### config.mk
export PLATFORM = sky130hd
export DESIGN_NAME = nn_mac_neuron
export DESIGN_NICKNAME = d
export VERILOG_FILES = /design/src/rtl/nn_mac_neuron.sv
export SDC_FILE = /design/constraint.sdc
export NUM_CORES = 1
export LEC_CHECK = 0
export CAP_MARGIN = 0
export CORE_MARGIN = 4
export CORE_UTILIZATION = 53
export DETAILED_ROUTE_END_ITERATION = 10
export GPL_TIMING_DRIVEN = 1
export PLACE_DENSITY = 0.75
export SYNTH_ARGS = -nofsm -noshare
export SYNTH_HDL_FRONTEND = slang
export SYNTH_SLANG_ARGS = --single-unit
### constraint.sdc
create_clock -name clk -period 18.2 [get_ports clk]
set_clock_uncertainty 0.15 [all_clocks]
set_input_delay 2.73 -clock clk [delete_from_list [all_inputs] [get_ports clk]]
set_output_delay 2.73 -clock clk [all_outputs]
set_load 0.02 [all_outputs]
### src/rtl/nn_mac_neuron.sv
// Multiply-accumulate neuron: streams unsigned activations against signed weights onto a
// biased saturating accumulator, then shifts, clamps (ReLU or signed) and hands off one result.
module nn_mac_neuron #(
  parameter int DATA_W = 8,
  parameter int ACC_W  = 24,
  parameter int N_IN   = 16,
  parameter int SHIFT  = 4
) (
  input  logic              clk,
  input  logic              rst_n,
  input  logic              ena,
  input  logic              start,
  input  logic [ACC_W-1:0]  bias,
  input  logic              relu_en,
  input  logic              in_valid,
  output logic              in_ready,
  input  logic [DATA_W-1:0] in_act,
  input  logic [DATA_W-1:0] in_wgt,
  output logic              out_valid,
  input  logic              out_ready,
  output logic [DATA_W-1:0] out_data,
  output logic              out_ovf,
  output logic              busy
);

  localparam int CNT_W  = $clog2(N_IN + 1);
  localparam int PROD_W = 2 * DATA_W + 1;

  typedef enum logic [1:0] {IDLE, ACCUM, OUT} state_t;

  state_t                   state, state_next;
  logic signed [ACC_W-1:0]  acc, acc_sum, shifted;
  logic signed [ACC_W:0]    sum_wide;
  logic signed [DATA_W:0]   act_ext;
  logic signed [PROD_W-1:0] prod;
  logic [CNT_W-1:0]         cnt;
  logic [DATA_W-1:0]        result;
  logic                     ovf, relu_q, sum_ovf, beat, last_beat;

  assign in_ready  = ena && (state == ACCUM);
  assign out_valid = (state == OUT);
  assign busy      = (state != IDLE);
  assign beat      = in_valid && in_ready;
  assign last_beat = beat && (cnt == CNT_W'(N_IN - 1));

  // Activation gets a zero sign bit so the signed multiply treats it as unsigned.
  assign act_ext  = {1'b0, in_act};
  assign prod     = PROD_W'(act_ext) * PROD_W'($signed(in_wgt));
  assign sum_wide = (ACC_W+1)'(acc) + (ACC_W+1)'(ACC_W'(prod));
  assign sum_ovf  = sum_wide[ACC_W] ^ sum_wide[ACC_W-1];
  assign acc_sum  = !sum_ovf          ? sum_wide[ACC_W-1:0] :
                    sum_wide[ACC_W]   ? {1'b1, {(ACC_W-1){1'b0}}} :
                                        {1'b0, {(ACC_W-1){1'b1}}};
  assign shifted  = acc_sum >>> SHIFT;

  // NOTE: every signal written in always_comb gets a default first, so no path can infer a latch.
  always_comb begin
    result = shifted[DATA_W-1:0];
    if (relu_q) begin
      if (shifted[ACC_W-1])                result = '0;
      else if (|shifted[ACC_W-2:DATA_W])   result = '1;
    end else if (!(&shifted[ACC_W-1:DATA_W-1]) && (|shifted[ACC_W-1:DATA_W-1])) begin
      result = shifted[ACC_W-1] ? {1'b1, {(DATA_W-1){1'b0}}} : {1'b0, {(DATA_W-1){1'b1}}};
    end
  end

  always_comb begin
    state_next = state;
    case (state)
      IDLE:    if (start)     state_next = ACCUM;
      ACCUM:   if (last_beat) state_next = OUT;
      OUT:     if (out_ready) state_next = IDLE;
      default:                state_next = IDLE;
    endcase
  end

  // NOTE: sequential state uses non-blocking assignments so all registers update from pre-edge values.
  always_ff @(posedge clk) begin
    if (!rst_n)   state <= IDLE;
    else if (ena) state <= state_next;
  end

  always_ff @(posedge clk) begin
    if (!rst_n) begin
      acc      <= '0;
      cnt      <= '0;
      ovf      <= 1'b0;
      relu_q   <= 1'b0;
      out_data <= '0;
      out_ovf  <= 1'b0;
    end else if (ena) begin
      case (state)
        IDLE: if (start) begin
          acc    <= bias;
          cnt    <= '0;
          ovf    <= 1'b0;
          relu_q <= relu_en;
        end
        ACCUM: if (beat) begin
          acc <= acc_sum;
          cnt <= cnt + 1'b1;
          ovf <= ovf | sum_ovf;
          if (last_beat) begin
            out_data <= result;
            out_ovf  <= ovf | sum_ovf;
          end
        end
        default: ;
      endcase
    end
  end

endmodule

== After elaboration in Yosys (flattened, before gate mapping) ==
Index checks and enable logic that the tools add are counted.
Cells by class
  bitwise operators: 2
  $add $sub $neg: 2
  $mul: 1
  reductions and logical operators: 15
  equal/unequal tests: 7
  muxes and demuxes: 20
Operators with widths (number)
  two-way mux 24 bit: 4
  one-hot mux 24 bit (2 select lines): 1
  two-way mux 8 bit: 5
  adder 24 x 17 -> 25 bit: 1
  multiplier 9 x 8 -> 17 bit: 1
  AND reduction 13 bit: 1
  OR reduction 13 bit: 1
  AND reduction 4 bit: 3
  OR reduction 12 bit: 1
  two-way mux 5 bit: 2
  one-hot mux 5 bit (2 select lines): 1
  two-way mux 2 bit: 3
  inequality test 2 bit (second input constant): 3
  one-hot mux 2 bit (3 select lines): 1
  adder 5 x 1 -> 5 bit (second input constant): 1
  equality test 5 x 4 -> 1 bit (second input constant): 1
  logical AND 1 bit: 4
  nonzero test 2 bit: 2
  AND reduction 3 bit: 1
  equality test 2 x 1 -> 1 bit (second input constant): 1
  equality test 2 bit (second input constant): 1
  zero test 2 bit: 1
  two-way mux 1 bit: 2
  inequality test 2 x 1 -> 1 bit (second input constant): 1
  4 further kinds: 4
Storage, ports and cells
  flip-flop bits (word level): 42
  output and inout port bits: 12
  logic and storage cells: 54

== Longest topological paths before layout ==
Gate-level depths: netlist of run 1.
  depth after elaboration: 9
  mapped depth: 31
  depth with buffers taken out: 30

== Least setup slack after synthesis of run 1 ==
No wires, ideal clock.
  kind: in2reg
  from: in in_wgt[0]
  to: reg out_data[4]
  slack: 8.666 ns
  stages on the path: 30
  arrival: 9.261 ns
  cells stage by stage: clkbuf_1 -> nand2_1 -> fa_1 -> inv_1 -> fa_1 -> inv_1 -> fa_1 -> inv_1 -> fa_1 -> fa_1 -> ha_1 -> nand3_1 -> o211ai_1 -> a31oi_1 -> a21oi_1 -> o21ai_0 -> nand2b_1 -> a21oi_1 -> o21bai_1 -> xor2_1 -> ha_1 -> inv_1 -> nand2_1 -> a311oi_1 -> a2111oi_0 -> o311ai_0 -> a2111oi_2 -> and4bb_4 -> a32o_2 -> a211oi_2
On the way
  cells in the longest elaborated chain, start to end: 9
RTL lines
  start, declared: line 18  | input logic [DATA_W-1:0] in_wgt,
  multiplier 9 x 8 -> 17 bit *: line 48  | assign prod = PROD_W'(act_ext) * PROD_W'($signed(in_wgt));
  adder 24 x 17 -> 25 bit *: line 49  | assign sum_wide = (ACC_W+1)'(acc) + (ACC_W+1)'(ACC_W'(prod));
  two-way mux 24 bit or XOR 1 bit (tied branches): line 52, 50
  two-way mux 24 bit *: line 51  | assign acc_sum = !sum_ovf ? sum_wide[ACC_W-1:0] :
  AND reduction 13 bit: line 62  | end else if (!(&shifted[ACC_W-1:DATA_W-1]) && (|shifted[ACC_W-1:DATA_W-1])) begin
  zero test 1 bit: line 62
  logical AND 1 bit: line 62
  two-way mux 8 bit: line 62
  two-way mux 8 bit *: line 59  | if (relu_q) begin
  end signal, assigned: line 104  | out_data <= result;
  end, declared: line 21  | output logic [DATA_W-1:0] out_data,
Every way passes the cells marked *; elsewhere a longest branch is shown, timed or not.
A chain may end at the register's enable or synchronous reset.

== Worst setup path in the final report of run 1 ==
  from: in in_wgt[7]
  to: reg out_data[3]
The elaborated chain is that of the path after synthesis.

==> results of run 1 <==
[stage by stage]
| step | area [um2] | setup slack [ns] |
|---|---|---|
| after global routing | 6780 | 6.33 |
| after floorplan | 6010 | 8.67 |
| after CTS | 6780 | 7.08 |
| final | 6780 | 7.02 |
| after global placement | 6630 | 7.19 |
| after detailed placement | 6630 | 6.80 |
[worst paths after layout]
| kind | from | end | slack, ns | depth (start not counted) |
|---|---|---|---|---|
| worst min-delay path | cnt[4] | cnt[4] | 0.32 | 2 |
| worst max register to register | acc[6] | out_data[3] | 10.26 | 30 |
| worst min register to register | cnt[4] | cnt[4] | 0.32 | 2 |
| worst max-delay path | in_wgt[7] | out_data[3] | 7.02 | 31 |
[per-layer routing]
| layer | global-route usage, % | vias to the layer above |
|---|---|---|
| met2 | 41.8 | 163 |
| met3 | 3.59 | 50 |
| li1 | - | 2447 |
| met5 | 0 | - |
| met4 | 10.1 | 0 |
| met1 | 29.2 | 2427 |
[power breakdown]
group / internal, mW / switching (mW) / total [mW]
clock: 0.0513 / 0.0383 / 0.0896
sequential: 0.0964 / 0.00507 / 0.102
combinational: 0.190 / 0.302 / 0.493
[worst min-delay path, stage by stage, from the launching register on]
cell	delay, ns
dfxtp_1	0.31
nand2_1	0.04
a21boi_0	0.06
[area by class of cell]
class                   count  area, um2  area share [%]
clock buffers               5        125            1.85
clock inverters             3       23.8           0.351
inverters                  90        338            4.98
multi-input cells         536       4680            69.1
flip-flops and latches     42        841            12.4
well taps                 140        175            2.58
repair buffers             60        596            8.78
[cell families after synthesis]
logic type | after synthesis
and+or+nand+nor | 231
adders and majority gates | 134
AOI/OAI and AO/OA | 142
xor gates and xnor gates | 20
muxes | 9
buffers and inverters | 116
DFF | 42
[flip-flops by register name, indices dropped and copies added (netlist names)]
| signal | flops |
|---|---|
| acc | 24 |
| out_data | 8 |
| cnt | 5 |
| state | 2 |
| out_ovf | 1 |
| ovf | 1 |
| relu_q | 1 |
[cell usage in the layout (no fill, tap or decap), types with 4 or more instances in the layout]
master and n:
inv_1 90, nand2_1 82, ha_1 82, clkdlybuf4s50_1 58, fa_1 52, nor2_1 47, dfxtp_1 42, and2_1 31
a21boi_0 30, o221ai_1 20, a21oi_1 17, xnor2_1 11, nand3_1 11, nor2b_1 11, o21ai_0 10, a211oi_2 10
xor2_1 9, nand2b_1 6, nor3_1 6, o22ai_1 6, a21oi_2 5, a21o_1 5, and3_1 5, clkbuf_16 5
mux2i_1 4, mux2_2 4
==> flow_metrics.env, run 1 <==
export IMPL_track_usage_pct=23.9
export IMPL_irDropWorstVdd_v=0.0000723
export IMPL_hold_class="register to register"
export IMPL_synth_xor_area_share_pct=2.91
export IMPL_muxShareOfSynthArea_pct=1.67
export IMPL_dieHeight_um=114
export IMPL_synthArstFlopShare_pct=0
export IMPL_core_area_um2=11000
export IMPL_critPathBufInv=6
export IMPL_wl_met1_um=6430
export IMPL_cp_start_kind="input port"
export IMPL_grt_overflow=0
export IMPL_clock_sinks=42
export IMPL_yosysMostFrequentCell="inv_1"
export IMPL_portBuffers=58
export IMPL_synth_seq_cells=42
export IMPL_drv_cap=0
export IMPL_crit_arrival_ns=11.20
export IMPL_p_leak_nw=3.07
export IMPL_area_growth_pct=12.8
export IMPL_diodes=0
export IMPL_io_pin_count=59
export IMPL_dieWidth_um=114
export IMPL_fin_tns_setup_ns=0
export IMPL_top_layer="met4"
export IMPL_num_vias=5087
export IMPL_dr_pass1_iters=5
export IMPL_synth_top_area_share_pct=17.3
export IMPL_cts_buffers=5
export IMPL_ys_types=81
export IMPL_clockBufferDepth=2
export IMPL_critical_path_class="input port to register"
export IMPL_drc=0
export IMPL_h_tree_depth=2
export IMPL_cp_top_family="adder cells"
export IMPL_synth_avg_cell_area_um2=8.66
export IMPL_finalPower_mw=0.684
export IMPL_dieArea_um2=13100
export IMPL_cp_end_kind="register"
export IMPL_rsz0062_at_grt="no"
export IMPL_drive_above_1_share_pct=8.29
export IMPL_required_ns=18.22
export IMPL_status="finished, final reports clean"
export IMPL_slowest_delay_ns=0.83
export IMPL_powerDensity_nw_per_um2=101
export IMPL_ys_seq_area_share_pct=14.0
export IMPL_synth_edff_count=0
export IMPL_cts_resized=0
export IMPL_slew_viol_final=0
export IMPL_holdWs_ns=0.316
export IMPL_synthAdderAreaFrac_pct=34.4
export IMPL_slowest_stage="clkdlybuf4s50_1"
export IMPL_hold_buffers=0
export IMPL_worstMarginPinSlew_ns=1.13
export IMPL_synth_top_cells_by_area="fa_1 (17%), ha_1 (17%), dfxtp_1 (14%)"
export IMPL_synth_top_family_by_area="adder cells"
export IMPL_root_buffer="clkbuf_16"
export IMPL_grt_pass1_wl_um=25600
export IMPL_ys_flop_type="dfxtp_1"
export IMPL_initial_core_util_pct=54.7
export IMPL_yosysWarnings=0
export IMPL_wl_um=15100
export IMPL_dp_cells=868
export IMPL_cts_tree="built"
export IMPL_fin_crit_ns=11.18
export IMPL_place_congestion=0.891
export IMPL_drt_iter0_markers=260
export IMPL_stdcell_count=876
export IMPL_antenna_found_initial=0
export IMPL_setup_viol_count_final=0
export IMPL_viasPerCell=5.81
export IMPL_max_freq_mhz=89.4
export IMPL_fp_row_count=38
export IMPL_wire_per_inst_um=17.2
export IMPL_antenna_left=0
export IMPL_cp_max_fo=35
export IMPL_grt_pass1_vias=5403
export IMPL_syn_nets=875
export IMPL_min_period_over_period_pct=61.4
export IMPL_synth_area_um2=6010
export IMPL_synthTopCellsByCount="inv_1 (90), ha_1 (82), nand2_1 (82), fa_1 (52), nor2_1 (47)"
export IMPL_synthCells=694
export IMPL_fin_util_pct=61.7
export IMPL_fillerInstances=962
export IMPL_wl_met2_um=7430
export IMPL_nNetsFinal=916
export IMPL_met3_length_um=616
export IMPL_grt_max_degree=36
export IMPL_hpwl_um=12400
export IMPL_clk_pin_slew_ns=0.07
export IMPL_relSlewSlack_pct=24.7
export IMPL_synth_area_leader_cell="fa_1"
export IMPL_postCtsSetupRepairBufs=0
export IMPL_yosys_area_share_simple_pct=19.6
export IMPL_clk_latency_ns=0.28
export IMPL_synth_compound_area_share_pct=19.3
export IMPL_finalHoldViolCount=0
Note: power is estimated with default switching activity, not from simulation.
==> run 2, diff against run 1 <==
--- a/config.mk
+++ b/config.mk
@@ -10,7 +10,7 @@
 export CORE_UTILIZATION = 53
 export DETAILED_ROUTE_END_ITERATION = 10
 export GPL_TIMING_DRIVEN = 1
-export PLACE_DENSITY = 0.75
+export PLACE_DENSITY = 0.78
 export SYNTH_ARGS = -nofsm -noshare
 export SYNTH_HDL_FRONTEND = slang
 export SYNTH_SLANG_ARGS = --single-unit
==> constraint.sdc (replaced) <==
create_clock -name clk -period 9.3 [get_ports clk]
set_clock_uncertainty 0.15 [all_clocks]
set_input_delay 1.395 -clock clk [delete_from_list [all_inputs] [get_ports clk]]
set_output_delay 1.395 -clock clk [all_outputs]
set_load 0.02 [all_outputs]
==> run 2 against run 1 <==
Final cell count up 1.4%. Clock power up 96%. First-iteration DRC count up 45%. Via count up 1.0%.
==> flow_metrics.env, run 2 (synthesized netlist as in run 1, its figures left out) <==
export IMPL_worstMarginPinSlew_ns=1.22
export IMPL_seq_power_share_pct=14.3
export IMPL_netSwitchingFraction_pct=50.4
export IMPL_min_period_over_period_pct=95.7
export IMPL_dr_pass1_iters=5
export IMPL_worst_r2r_startpoint="acc[6]"
export IMPL_regMostFlops="acc"
export IMPL_clk_pin_slew_ns=0.06
export IMPL_holdWs_ns=0.313
export IMPL_area_growth_pct=15.0
export IMPL_diodes=0
export IMPL_crit_arrival_ns=8.92
export IMPL_drive_above_1_share_pct=10.8
export IMPL_dieHeight_um=114
export IMPL_fillerInstances=980
export IMPL_max_freq_mhz=112
export IMPL_num_vias=5139
export IMPL_postPlaceCellArea_um2=6700
export IMPL_place_congestion=0.926
export IMPL_cts_buffers=5
export IMPL_drc=0
export IMPL_final_common_cell="inv_1"
export IMPL_setup_viol_count_final=0
export IMPL_required_ns=9.32
export IMPL_ff2ff_path_depth=29
export IMPL_clockPowerShare_pct=12.8
export IMPL_hold_end="cnt[4]"
export IMPL_track_usage_pct=23.7
export IMPL_h_tree_depth=2
export IMPL_viasPerCell=5.79
export IMPL_antenna_left=0
export IMPL_core_area_um2=11000
export IMPL_dieArea_um2=13100
export IMPL_top_regs="acc (24), out_data (8), cnt (5)"
export IMPL_nNetsFinal=928
export IMPL_p_leak_nw=3.16
export IMPL_wire_per_inst_um=17.1
export IMPL_relSlewSlack_pct=18.8
export IMPL_drt_iter0_markers=376
export IMPL_fin_crit_ns=8.90
export IMPL_dieWidth_um=114
export IMPL_reg2reg_slack_ns=1.90
export IMPL_grt_max_degree=35
export IMPL_grt_pass1_vias=5339
export IMPL_slew_viol_final=0
export IMPL_hold_class="register to register"
export IMPL_switchingPower_mw=0.694
export IMPL_cp_end_kind="register"
export IMPL_grt_overflow=0
export IMPL_stdcell_count=888
export IMPL_hold_path_depth=2
export IMPL_hpwl_um=12300
export IMPL_finalHoldViolCount=0
export IMPL_dp_cells=877
export IMPL_wl_um=15200
export IMPL_powerDensity_nw_per_um2=200
export IMPL_cp_max_fo=17
export IMPL_stdcell_area_um2=6910
export IMPL_drv_cap=0
export IMPL_pwr_share_comb_pct=72.9
export IMPL_rr_endpoint="out_data[4]"
export IMPL_cts_tree="built"
export IMPL_fin_tns_setup_ns=0
export IMPL_largest_reg_flops=24
export IMPL_portBuffers=58
export IMPL_grt_pass1_wl_um=25400
export IMPL_cp_start_kind="input port"
export IMPL_initial_core_util_pct=54.7
export IMPL_fp_row_count=38
export IMPL_io_pin_count=59
export IMPL_root_buffer="clkbuf_16"
export IMPL_clockBufferDepth=2
export IMPL_antenna_found_initial=0
export IMPL_status="finished, final reports clean"
export IMPL_clk_latency_ns=0.29
export IMPL_clock_sinks=42
export IMPL_p_int_mw=0.684
export IMPL_irDropWorstVdd_v=0.000130
export IMPL_hp_start="cnt[4]"
export IMPL_critical_path_class="input port to register"
export IMPL_mostFrequentLayoutCells="inv_1 (89), nand2_1 (82), ha_1 (80), clkdlybuf4s50_1 (55), fa_1 (52)"
## run 2: cell types whose count changed in the layout (fill, tap and decap cells not counted), moves of 2 or more
cell,before,now
buf_4,2,14
ha_1,82,80
clkdlybuf4s50_1,58,55
a21oi_2,5,7
dlymetal6s2s_1,0,3
a21oi_1,17,15
ha_2,0,2
## run 2: layout make-up
cell class	instances	area, um2	area share (%)
Clock buffer	6	129	1.87
Clock inverter	2	13.8	0.199
Inverter	90	342	4.94
Multi-Input combinational cell	536	4720	68.3
Sequential cell	42	841	12.2
Tap cell	140	175	2.54
Timing Repair Buffer	72	693	10.0
## run 2: worst max-delay path, stage by stage
cell and delay (ns):
clkdlybuf4s50_1 0.53, clkinvlp_4 0.24, fa_1 0.59, inv_1 0.05, fa_1 0.48, fa_1 0.58
fa_1 0.44, fa_1 0.47, ha_2 0.40, nand3_2 0.12, o211ai_1 0.30, a31oi_2 0.17
a21oi_2 0.20, o21ai_0 0.10, nand2b_1 0.09, a21oi_1 0.09, o21bai_2 0.21, xor2_2 0.10
ha_1 0.30, buf_4 0.21, nor2_1 0.05, a2111oi_0 0.47, o311ai_1 0.23, a2111oi_2 0.33
buf_4 0.18, and4bb_4 0.25, a32o_2 0.24, a211oi_2 0.10
## run 2: worst max-delay path by stage
stage	startpoint	endpoint	slack, ns	cells after the start
2_1_floorplan	in_wgt[0]	out_data[4]	1.10	30
3_3_place_gp	in_act[5]	out_data[3]	0.29	27
3_5_place_dp	in_act[6]	out_data[5]	0.12	29
4_1_cts	in_act[5]	out_data[4]	0.38	27
5_1_grt	in_wgt[7]	out_data[4]	-0.03	30
6_report	in_wgt[7]	out_data[4]	0.40	28
## run 2: power groups by stage
stage / sequential [mW] / combinational [mW] / clock [mW]
floorplan: 0.197 / 0.760 / 0
global placement: 0.201 / 0.950 / 0
detailed placement: 0.201 / 0.969 / 0
CTS: 0.197 / 0.981 / 0.179
global route: 0.199 / 1.12 / 0.187
finish: 0.197 / 1.01 / 0.176
## run 2: what timing repair did
item / CTS / global route
setup buffers: 0 / 3
hold buffers: 0 / 0
gates resized for setup: 0 / 13
setup endpoints to repair: 0 / 8
## run 2: metrics by stage
| stage | power [mW] | setup WS (ns) | util [%] |
|---|---|---|---|
| after floorplan | 0.956 | 1.10 | - |
| after detailed placement | 1.17 | 0.116 | 61.0 |
| after CTS | 1.36 | 0.380 | 62.3 |
| after global routing | 1.51 | -0.0264 | 62.9 |
| final | 1.38 | 0.397 | 62.9 |
| after global placement | 1.15 | 0.287 | 61.0 |
## run 2: layer usage
layer	GRT usage, %	routed length (um)
met1	30.8	6470
met2	41.9	7640
met3	2.85	818
met4	5.70	298
met5	0	0
==> run 3, diff against run 2 <==
--- a/config.mk
+++ b/config.mk
@@ -6,11 +6,11 @@
 export NUM_CORES = 1
 export LEC_CHECK = 0
 export CAP_MARGIN = 0
-export CORE_MARGIN = 4
 export CORE_UTILIZATION = 53
 export DETAILED_ROUTE_END_ITERATION = 10
+export DONT_BUFFER_PORTS = 1
 export GPL_TIMING_DRIVEN = 1
-export PLACE_DENSITY = 0.78
+export PLACE_DENSITY = 0.71
 export SYNTH_ARGS = -nofsm -noshare
 export SYNTH_HDL_FRONTEND = slang
 export SYNTH_SLANG_ARGS = --single-unit
==> run 3 against run 2 <==
Via count fell by 5.5%. Routed wire length down 2.0%. Flip-flop and latch count did not move. Global-route usage up 3.4 points. Critical path type unchanged. Fmax grew 2.2%. Cell area decreased by 9.7%. Clock power is 23% higher. Die area fell by 10%. Largest cell class unchanged. Final cell count down 7.7%. Combinational power down 7%.
==> flow_metrics.env, run 3 (synthesized netlist as in run 1, its figures left out) <==
export IMPL_status="finished, final reports clean"
export IMPL_viasPerCell=5.92
export IMPL_cts_resized=0
export IMPL_cp_end_kind="register"
export IMPL_nNetsFinal=860
export IMPL_grt_overflow=0
export IMPL_powerDensity_nw_per_um2=217
export IMPL_diodes=0
export IMPL_initial_core_util_pct=55.0
export IMPL_grt_pass1_vias=5091
export IMPL_cts_buffers=5
export IMPL_fin_util_pct=57.1
export IMPL_slowest_delay_ns=0.55
export IMPL_finalWorstSetupSlack_ns=0.589
export IMPL_fin_crit_ns=8.71
export IMPL_p_leak_nw=2.87
export IMPL_crit_arrival_ns=8.73
export IMPL_finalHoldViolCount=0
export IMPL_core_area_um2=10900
export IMPL_final_common_cell="inv_1"
export IMPL_max_freq_mhz=115
export IMPL_drc=0
export IMPL_largest_reg_flops=24
export IMPL_worst_r2r_startpoint="acc[6]"
export IMPL_clock_sinks=42
export IMPL_hpwl_um=12100
export IMPL_antenna_found_initial=0
export IMPL_cp_max_fo=12
export IMPL_h_tree_depth=2
export IMPL_required_ns=9.32
export IMPL_top_regs="acc (24), out_data (8), cnt (5)"
export IMPL_fin_tns_setup_ns=0
export IMPL_dp_slack_ns=0.391
export IMPL_regMostFlops="acc"
export IMPL_wire_per_inst_um=18.2
export IMPL_finalPower_mw=1.36
export IMPL_clockBufferDepth=2
export IMPL_dieArea_um2=11800
export IMPL_dr_pass1_iters=7
export IMPL_postCtsSetupRepairBufs=0
export IMPL_wl_um=14900
export IMPL_reg2reg_slack_ns=1.45
export IMPL_cp_start_kind="input port"
export IMPL_critPathLaunch="in_wgt[7]"
export IMPL_io_pin_count=59
export IMPL_root_buffer="clkbuf_16"
export IMPL_num_vias=4854
export IMPL_grt_pass1_wl_um=24900
export IMPL_clk_latency_ns=0.29
export IMPL_holdWs_ns=0.315
export IMPL_critical_path_class="input port to register"
export IMPL_portBuffers=0
export IMPL_cts_tree="built"
export IMPL_slowest_stage="fa_1"
export IMPL_slew_viol_final=0
export IMPL_drv_cap=0
export IMPL_relSlewSlack_pct=26.5
export IMPL_dieHeight_um=108
export IMPL_crit_end="out_data[4]"
export IMPL_worstMarginPinSlew_ns=1.10
export IMPL_setup_viol_count_final=0
export IMPL_fp_row_count=38
export IMPL_drt_iter0_markers=315
export IMPL_rr_endpoint="out_data[4]"
export IMPL_grt_max_degree=35
export IMPL_hold_class="register to register"
export IMPL_dieWidth_um=108
export IMPL_clk_pin_slew_ns=0.07
export IMPL_drive_above_1_share_pct=9.26
export IMPL_track_usage_pct=27.1
export IMPL_mostFrequentLayoutCells="inv_1 (90), nand2_1 (82), ha_1 (82), fa_1 (52), nor2_1 (47)"
export IMPL_area_growth_pct=3.85
export IMPL_irDropWorstVdd_v=0.000128
export IMPL_hold_buffers=0
export IMPL_place_congestion=0.949
export IMPL_ff2ff_path_depth=29
export IMPL_rsz0062_at_grt="no"
export IMPL_antenna_left=0
export IMPL_min_period_over_period_pct=93.7
## run 3: cell count changes in the layout (fill, tap and decap cells not counted), sizes merged
cell / change
buf: -10
clkbuf: -1
inv: +2
dlymetal6s2s: -3
clkdlybuf4s50: -55
bufinv: +1
clkinv: -2
## run 3: worst max-delay path, delay by kind of cell
kind                     cells  cell delay, ns
AO/OA/AOI/OAI               11            2.58
XOR/XNOR                     1            0.17
adder cells (fa/ha/maj)      7            3.23
buffers and inverters        4            0.51
AND/OR/NAND/NOR              6            0.82
## run 3: how the worst min path moves through the flow
stage	to	depth (start not counted)	startpoint
detailed placement	acc[13]	2	acc[13]
global placement	cnt[4]	2	cnt[4]
global route	cnt[4]	2	cnt[4]
floorplan	ovf	2	ovf
CTS	acc[13]	2	acc[13]
finish	acc[13]	2	acc[13]
## run 3: layout make-up
cell class                 instances  area (um2)
clock buffer                       5         125
fill                            1068        4690
timing repair buffer               4        30.0
inverter                          90         338
sequential                        42         841
clock inverter                     3        48.8
multi-input combinational        536        4680
tap                              140         175
## run 3: report_power, final
group | switching (mW) | total (mW) | internal, mW
registers | 0.00878 | 0.197 | 0.189
logic | 0.586 | 0.944 | 0.358
clock network | 0.0866 | 0.216 | 0.129
total | 0.681 | 1.36 | 0.676
## run 3: metal layers
metal	part of all wire (%)	global-route usage, %	vias to the layer above
li1	-	-	2334
met1	44	34.6	2354
met2	49	46.7	146
met3	5.4	4.52	20
met4	2.4	7.82	0
met5	0	0	-
## run 3: per-stage QoR
step           instances  cell area, um2
6_report             820            6240
5_1_grt              820            6240
4_1_cts              819            6230
3_5_place_dp         811            6060
3_3_place_gp         811            6060
2_1_floorplan        694            6010
